### src/rtl/decoder_scan.sv
// decoder_scan: N-to-2**N registered decoder with a self-advancing scan mode.
// IDLE blanks the output, DECODE loads a one-hot from d through a valid/ready
// handshake, and SCAN walks the active bit across all outputs every SCAN_DIV cycles.
module decoder_scan #(
  parameter int unsigned N          = 3,
  parameter int unsigned SCAN_DIV   = 4,
  parameter bit          ACTIVE_LOW = 1'b0
) (
  input  logic                  clk,
  input  logic                  rst,
  input  logic                  en,
  input  logic [1:0]            mode,
  input  logic [N-1:0]          d,
  input  logic                  d_valid,
  output logic                  d_ready,
  output logic [(1 << N)-1:0]   y,
  output logic [N-1:0]          idx,
  output logic                  wrap
);

  localparam int unsigned W  = 1 << N;
  localparam int unsigned PW = (SCAN_DIV > 1) ? $clog2(SCAN_DIV) : 1;
  localparam logic [PW-1:0] PreMax = PW'(SCAN_DIV - 1);

  typedef enum logic [1:0] {
    StIdle,
    StDecode,
    StScan
  } state_e;

  state_e          state_q, state_d;
  logic [N-1:0]    idx_q, idx_d;
  logic [N-1:0]    idx_inc;
  logic [PW-1:0]   pre_q, pre_d;
  // y_q is always kept active-high; polarity is applied only at the output.
  logic [W-1:0]    y_q, y_d;
  logic            wrap_q, wrap_d;
  // Set once a SCAN cycle has executed; clear means the next SCAN cycle is the first.
  logic            scan_run_q, scan_run_d;

  function automatic logic [W-1:0] onehot(input logic [N-1:0] i);
    logic [W-1:0] v;
    v    = '0;
    v[i] = 1'b1;
    return v;
  endfunction

  assign idx_inc = idx_q + 1'b1;

  // Next-state: mode selects the following state; the current state decides the datapath.
  always_comb begin
    state_d    = state_q;
    idx_d      = idx_q;
    pre_d      = pre_q;
    y_d        = y_q;
    wrap_d     = 1'b0;
    scan_run_d = scan_run_q;
    if (en) begin
      case (mode)
        2'b01:   state_d = StDecode;
        2'b10:   state_d = StScan;
        default: state_d = StIdle;
      endcase
      scan_run_d = (state_q == StScan);
      case (state_q)
        StDecode: begin
          pre_d = '0;
          if (d_valid) begin
            idx_d = d;
            y_d   = onehot(d);
          end else begin
            // Covers arriving from IDLE, where y was blanked.
            y_d = onehot(idx_q);
          end
        end
        StScan: begin
          if (!scan_run_q) begin
            y_d   = onehot(idx_q);
            pre_d = '0;
          end else if (pre_q == PreMax) begin
            pre_d  = '0;
            idx_d  = idx_inc;
            y_d    = onehot(idx_inc);
            wrap_d = (idx_q == '1);
          end else begin
            pre_d = pre_q + 1'b1;
          end
        end
        default: begin
          y_d   = '0;
          pre_d = '0;
        end
      endcase
    end
  end

  // State registers with asynchronous reset to a blank IDLE.
  always_ff @(posedge clk or posedge rst) begin
    if (rst) begin
      state_q    <= StIdle;
      idx_q      <= '0;
      pre_q      <= '0;
      y_q        <= '0;
      wrap_q     <= 1'b0;
      scan_run_q <= 1'b0;
    end else begin
      state_q    <= state_d;
      idx_q      <= idx_d;
      pre_q      <= pre_d;
      y_q        <= y_d;
      wrap_q     <= wrap_d;
      scan_run_q <= scan_run_d;
    end
  end

  // Outputs derive from registered state; en gates the handshake and the pulse.
  always_comb begin
    d_ready = en & (state_q == StDecode);
    y       = ACTIVE_LOW ? ~y_q : y_q;
    idx     = idx_q;
    wrap    = wrap_q & en;
  end

endmodule

### config.mk
export PLATFORM = sky130hd
export DESIGN_NAME = decoder_scan
export DESIGN_NICKNAME = d
export VERILOG_FILES = /design/src/rtl/decoder_scan.sv
export SDC_FILE = /design/constraint.sdc
export NUM_CORES = 1
export LEC_CHECK = 0
export ABC_AREA = 1
export ABC_CLOCK_PERIOD_IN_PS = 2100
export CORE_MARGIN = 8
export CORE_UTILIZATION = 51
export DETAILED_ROUTE_END_ITERATION = 7
export HOLD_SLACK_MARGIN = 0.02
export PLACE_DENSITY = 0.78
export SYNTH_ARGS = -nofsm -noshare
export SYNTH_HDL_FRONTEND = slang
export SYNTH_SLANG_ARGS = --single-unit
### constraint.sdc
create_clock -name clk -period 2.1 [get_ports clk]
set_clock_uncertainty 0.2 [all_clocks]
set_input_delay 0.315 -clock clk [delete_from_list [all_inputs] [get_ports clk]]
set_output_delay 0.315 -clock clk [all_outputs]
set_load 0.01 [all_outputs]
Yosys cells after proc, flatten, opt, wreduce, memory -nomap -nowiden --
Cells that the tools add are included.
Word-level totals: register bits 17, input bits 9, output and inout bits 13, logic and storage cells 54
Operators by class: add/subtract/negate cells 2, order comparisons 6, equality and inequality tests 10, mux-type cells 22, bitwise logic cells 2, reduce and logical (&&, ||, !) cells 6
Operator list (count):
- two-way mux 8 bit | 3
- case mux 8 bit (2 select lines) | 1
- < comparator 3 x 4 -> 1 bit (second input constant) | 3
- demux 1 bit (select 3 bit) | 3
- >= comparator 3 x 1 -> 1 bit (second input constant) | 3
- two-way mux 3 bit | 3
- two-way mux 1 bit | 7
- equality test 2 bit (second input constant) | 3
- two-way mux 2 bit | 3
- case mux 3 bit (2 select lines) | 1
- AND reduction 5 bit | 1
- equality test 2 x 1 -> 1 bit (second input constant) | 2
- inequality test 2 bit (second input constant) | 2
- case mux 2 bit (2 select lines) | 1
- adder 3 x 1 -> 3 bit (second input constant) | 1
- equality test 3 bit (second input constant) | 1
- logical AND 1 bit | 3
- inequality test 3 x 2 -> 1 bit (second input constant) | 1
- adder 2 x 1 -> 2 bit (second input constant) | 1
- bitwise AND 1 bit | 2
- inequality test 2 x 1 -> 1 bit (second input constant) | 1
- AND reduction 2 bit | 1
- nonzero test 2 bit | 1

Logic depth before layout (Yosys ltp) --
depth in word-level cells 8, depth in mapped cells 11

Worst setup path after synthesis --
OpenSTA, ideal clock, no wires.
kind reg2reg, start register idx_q[1] (netlist: idx[1]), end register y_q[4] (netlist: y[4]), library setup time 65 ps, data arrival time 1399 ps, data required time 1835 ps, slack 435 ps, cell stages (with the launch flop) 11, period minus slack after synthesis 1665 ps, cell sequence dfrtp_1 > ha_1 > ha_1 > inv_1 > nor2_1 > nand2_1 > nand2_1 > nand2_1 > nand2_1 > nand2_1 > nand2_1
On the way: longest elaborated chain between the ends 8, elaborated cells between the ends (all ways) 15, classes of those cells add/sub: 1; order compare: 4; mux: 8; reduce/logical: 2
Ends and longest elaborated chain:
- start, declared | RTL line 32 | logic [N-1:0] idx_q, idx_d;
- start signal, assigned | RTL line 108 | idx_q <= idx_d;
- adder 3 x 1 -> 3 bit | RTL line 48 | assign idx_inc = idx_q + 1'b1;
- < comparator 3 x 4 -> 1 bit (not written as such) / >= comparator 3 x 1 -> 1 bit (equally long branches) | RTL line 44 | v[i] = 1'b1;
- logical AND 1 bit (not written as such) | RTL line 44
- two-way mux 1 bit (not written as such) | RTL line 44
- demux 1 bit (select 3 bit) | RTL line 44
- two-way mux 8 bit | RTL line 80 | end else if (pre_q == PreMax) begin
- two-way mux 8 bit | RTL line 77 | if (!scan_run_q) begin
- case mux 8 bit (2 select lines) * | RTL line 65 | case (state_q)
- end signal, assigned | RTL line 110 | y_q <= y_d;
- end, declared | RTL line 36 | logic [W-1:0] y_q, y_d;
Mark *: on every way between the ends. The rest lies on a longest branch, timed or not. The select of a mux whose other input is x is not followed. A chain may end at the register's enable or synchronous reset.

Final worst setup path --
start input port en, end output port wrap
On the way: longest elaborated chain between the ends 1
Ends and longest elaborated chain:
- start, declared | RTL line 11 | input logic en,
- bitwise AND 1 bit | RTL line 121 | wrap = wrap_q & en;
- end, declared | RTL line 18 | output logic wrap
Every way passes these cells.

==> results.py <==
metrics = {
    "clock_tree": {
        "insertion_delay_ns": 0.29,
        "ctsLongestPathBuffers": 2,
        "numCtsBuffers": 3,
        "clk_pin_slew_ns": 0.11,
        "cts.htree.levels": 1,
        "cts.sinks": 17,
        "ctsHoldBuffers": 0,
        "root_buffer": "clkbuf_4",
        "cts_tree": "yes",
    },
    "power_and_ir_drop": {
        "p_int_w": 0.0006271,
        "clockPowerShare_pct": 17.0,
        "leakage_nw": 0.7930,
        "irDropWorstVdd_uv": 596.9,
        "total_power_w": 0.001080,
        "p_switching_w": 0.0004532,
        "power.density_mw_per_mm2": 732.3,
        "switching_share_pct": 41.95,
        "p_comb_share_pct": 44.7,
        "seqPwrFrac_pct": 38.3,
    },
    "global_routing": {
        "grt_pass1_wl_mm": 5.278,
        "antenna_found_initial": 0,
        "grt_use_total_pct": 15.50,
        "grt_pass1_vias": 1183,
        "overflow": 0,
        "grt_max_degree": 18,
    },
    "timing": {
        "hold_viol": 0,
        "tightest_slew_ns": 0.6751,
        "max_slew_margin_pct": 54.95,
        "layout_setup_ws_ns": 0.09534,
        "max_freq_mhz": 498.8,
        "fin_crit_ns": 2.005,
        "slew_viol_final": 0,
        "rsz0062_at_grt": "false",
        "final.period_utilization_pct": 95.46,
        "finalSetupViolations": 0,
        "setup_tns_ns": 0,
    },
    "run": {
        "maxCapViolations": 0,
    },
    "route": {
        "first_pass_iters": 4,
        "ant_nets": 0,
        "wl_met2_mm": 1.458,
        "first_iter_violations": 92,
        "wl_met3_um": 239,
        "drc": 0,
        "top_layer_used": "met4",
        "drt_wl_total_mm": 3.060,
        "routed_via_density": 5.198,
        "vias": 1232,
        "avgRoutedWirePerCell_um": 12.91,
        "wl_met1_mm": 1.316,
    },
    "critical_path": {
        "arrival_ns": 1.49,
        "path_depth": 4,
        "max_stage_delay_ns": 0.53,
        "ff2ff_path_depth": 10,
        "slowest_stage": "clkdlybuf4s50_1",
        "cp_top_family": "buffers and inverters",
        "timing.critical_path.required_ns": 1.58,
        "worst-path-buf-inv": 3,
        "end_kind": "output port",
        "cpMostUsedCell": "clkdlybuf4s50_1",
        "crit_path_max_fanout": 4,
        "cp_cell_sequence": "clkdlybuf4s50_1, nand2_1, inv_1, clkdlybuf4s50_1",
        "cp-start-kind": "input pin",
        "criticalPathCategory": "in2out",
    },
    "final_layout": {
        "drive_gt1_share_pct": 8.612,
        "design_area_mm2": 0.001475,
        "fin_util_pct": 67.33,
        "fill_cells": 195,
        "area_delta_synth_final_pct": 25.03,
        "final_nets": 224,
        "n_antenna_cell": 0,
    },
    "die": {
        "die-area_mm2": 0.004109,
        "num_io_pins": 22,
        "die_w_um": 64.10,
        "initial_core_util_pct": 53.85,
        "core_area_mm2": 0.002191,
        "rows": 17,
        "die_h_um": 64.10,
    },
    "yosys": {
        "syn_inst": 183,
        "syn_area_per_cell_um2": 6.447,
        "ys_ff_latch": 17,
        "synth_area_mm2": 0.001180,
        "syn_nets": 197,
        "synth_seq_area_share_pct": 36.06,
        "yosysWarnings": 0,
        "synth_cell_types": 21,
    },
    "placed_design": {
        "pre_cts_slack_ns": 0.08386,
        "hpwlAfterDp_mm": 2.449,
        "portBuffers": 21,
        "dpl_cell_area_mm2": 0.001438,
        "gp_congestion": 0.9479,
    },
    "worst_hold_path": {
        "holdCritPathClass": "in2async",
    },
    "outcome": {
        "status": "complete, no violations",
    },
}
[Yosys cell counts, drive strengths merged]
cell | instances | area share, %
nand2 | 90 | 29
inv | 19 | 6.0
dfrtp | 17 | 36
nor2 | 17 | 6.3
nand3 | 16 | 6.8
o21ai | 10 | 5.2
ha | 5 | 5.3
buf | 3 | 1.5
and2 | 1 | 0.53
clkinv | 1 | 0.32
nand3b | 1 | 0.64
nor3 | 1 | 0.85
o22ai | 1 | 0.53
xor2 | 1 | 0.74
[timing repair]
action,4_1_cts,5_1_grt
setup buffers,0,0
gates resized for setup,3,0
endpoints found under the setup margin,1,0
[through the flow]
stage	hold WS, ns	cells
6_report	0.2034	237
4_1_cts	0.2329	237
3_3_place_gp	0.2646	233
5_1_grt	0.2613	237
2_1_floorplan	0.04107	183
3_5_place_dp	0.2722	233
[metal layers]
metal	GRT usage, %	up-vias
met1	19.38	548
met5	0	-
met2	25.72	58
met4	5.722	0
met3	3.136	6
li1	-	620
[worst reg2reg max path, stage by stage, from the launching register on]
cell     delay, ns
dfrtp_1       0.47
ha_1          0.23
ha_1          0.37
inv_1         0.06
nor2_1        0.13
nand2_1       0.06
nand2_1       0.05
nand2_1       0.06
nand2_1       0.05
nand2_1       0.04
nand2_1       0.06
[cell type report]
class                   instances  area, µm²  share of cell area [%]
flip-flops and latches         17      425.4                   28.84
multi-input cells             143      674.4                   45.72
well taps                      28      35.03                   2.375
inverters                      20      75.07                   5.089
repair buffers                 25      239.0                   16.20
clock buffers                   4      26.28                   1.781
[final timing paths]
kind | startpoint | to | slack (ns)
setup reg to reg | idx[1] | y[4] | 0.26
setup / recovery | en | wrap | 0.1
hold reg to reg | y[6] | y[6] | 0.29
min in group clk | y[6] | y[6] | 0.29
hold / removal | rst | y[7] | 0.20
max in group asynchronous | rst | y[0] | 1.06
[power groups by stage]
stage	clock [W]	sequential (W)	combinational, W
floorplan	0	0.000429	0.000285
global placement	0	0.000414	0.000470
detailed placement	0	0.000419	0.000477
CTS	0.000181	0.000413	0.000481
global route	0.000198	0.000421	0.000548
finish	0.000184	0.000413	0.000483
[state kept, by name, summed over array words and instances (netlist names)]
register,flops
idx,3
pre_q,2
scan_run_q,1
state_q,2
wrap_q,1
y,8
[cell usage in the layout, fill, tap and decap left out, drive strengths merged]
cell type	n
nand2	90
clkdlybuf4s50	20
inv	19
dfrtp	17
nor2	17
nand3	16
o21ai	10
ha	5
buf	4
clkbuf	4
clkinv	1
nor3	1
o22ai	1
xor2	1
and2	1
nand3b	1
dlygate4sd2	1
[kinds of logic after synthesis]
group	after synthesis	synth area share (%)
simple gates	126	44.33
buf+inv	23	7.847
flops	17	36.06
compound gates	11	5.727
fa+ha+maj	5	5.302
xor+xnor	1	0.7424
(Power assumes the default switching activity.)
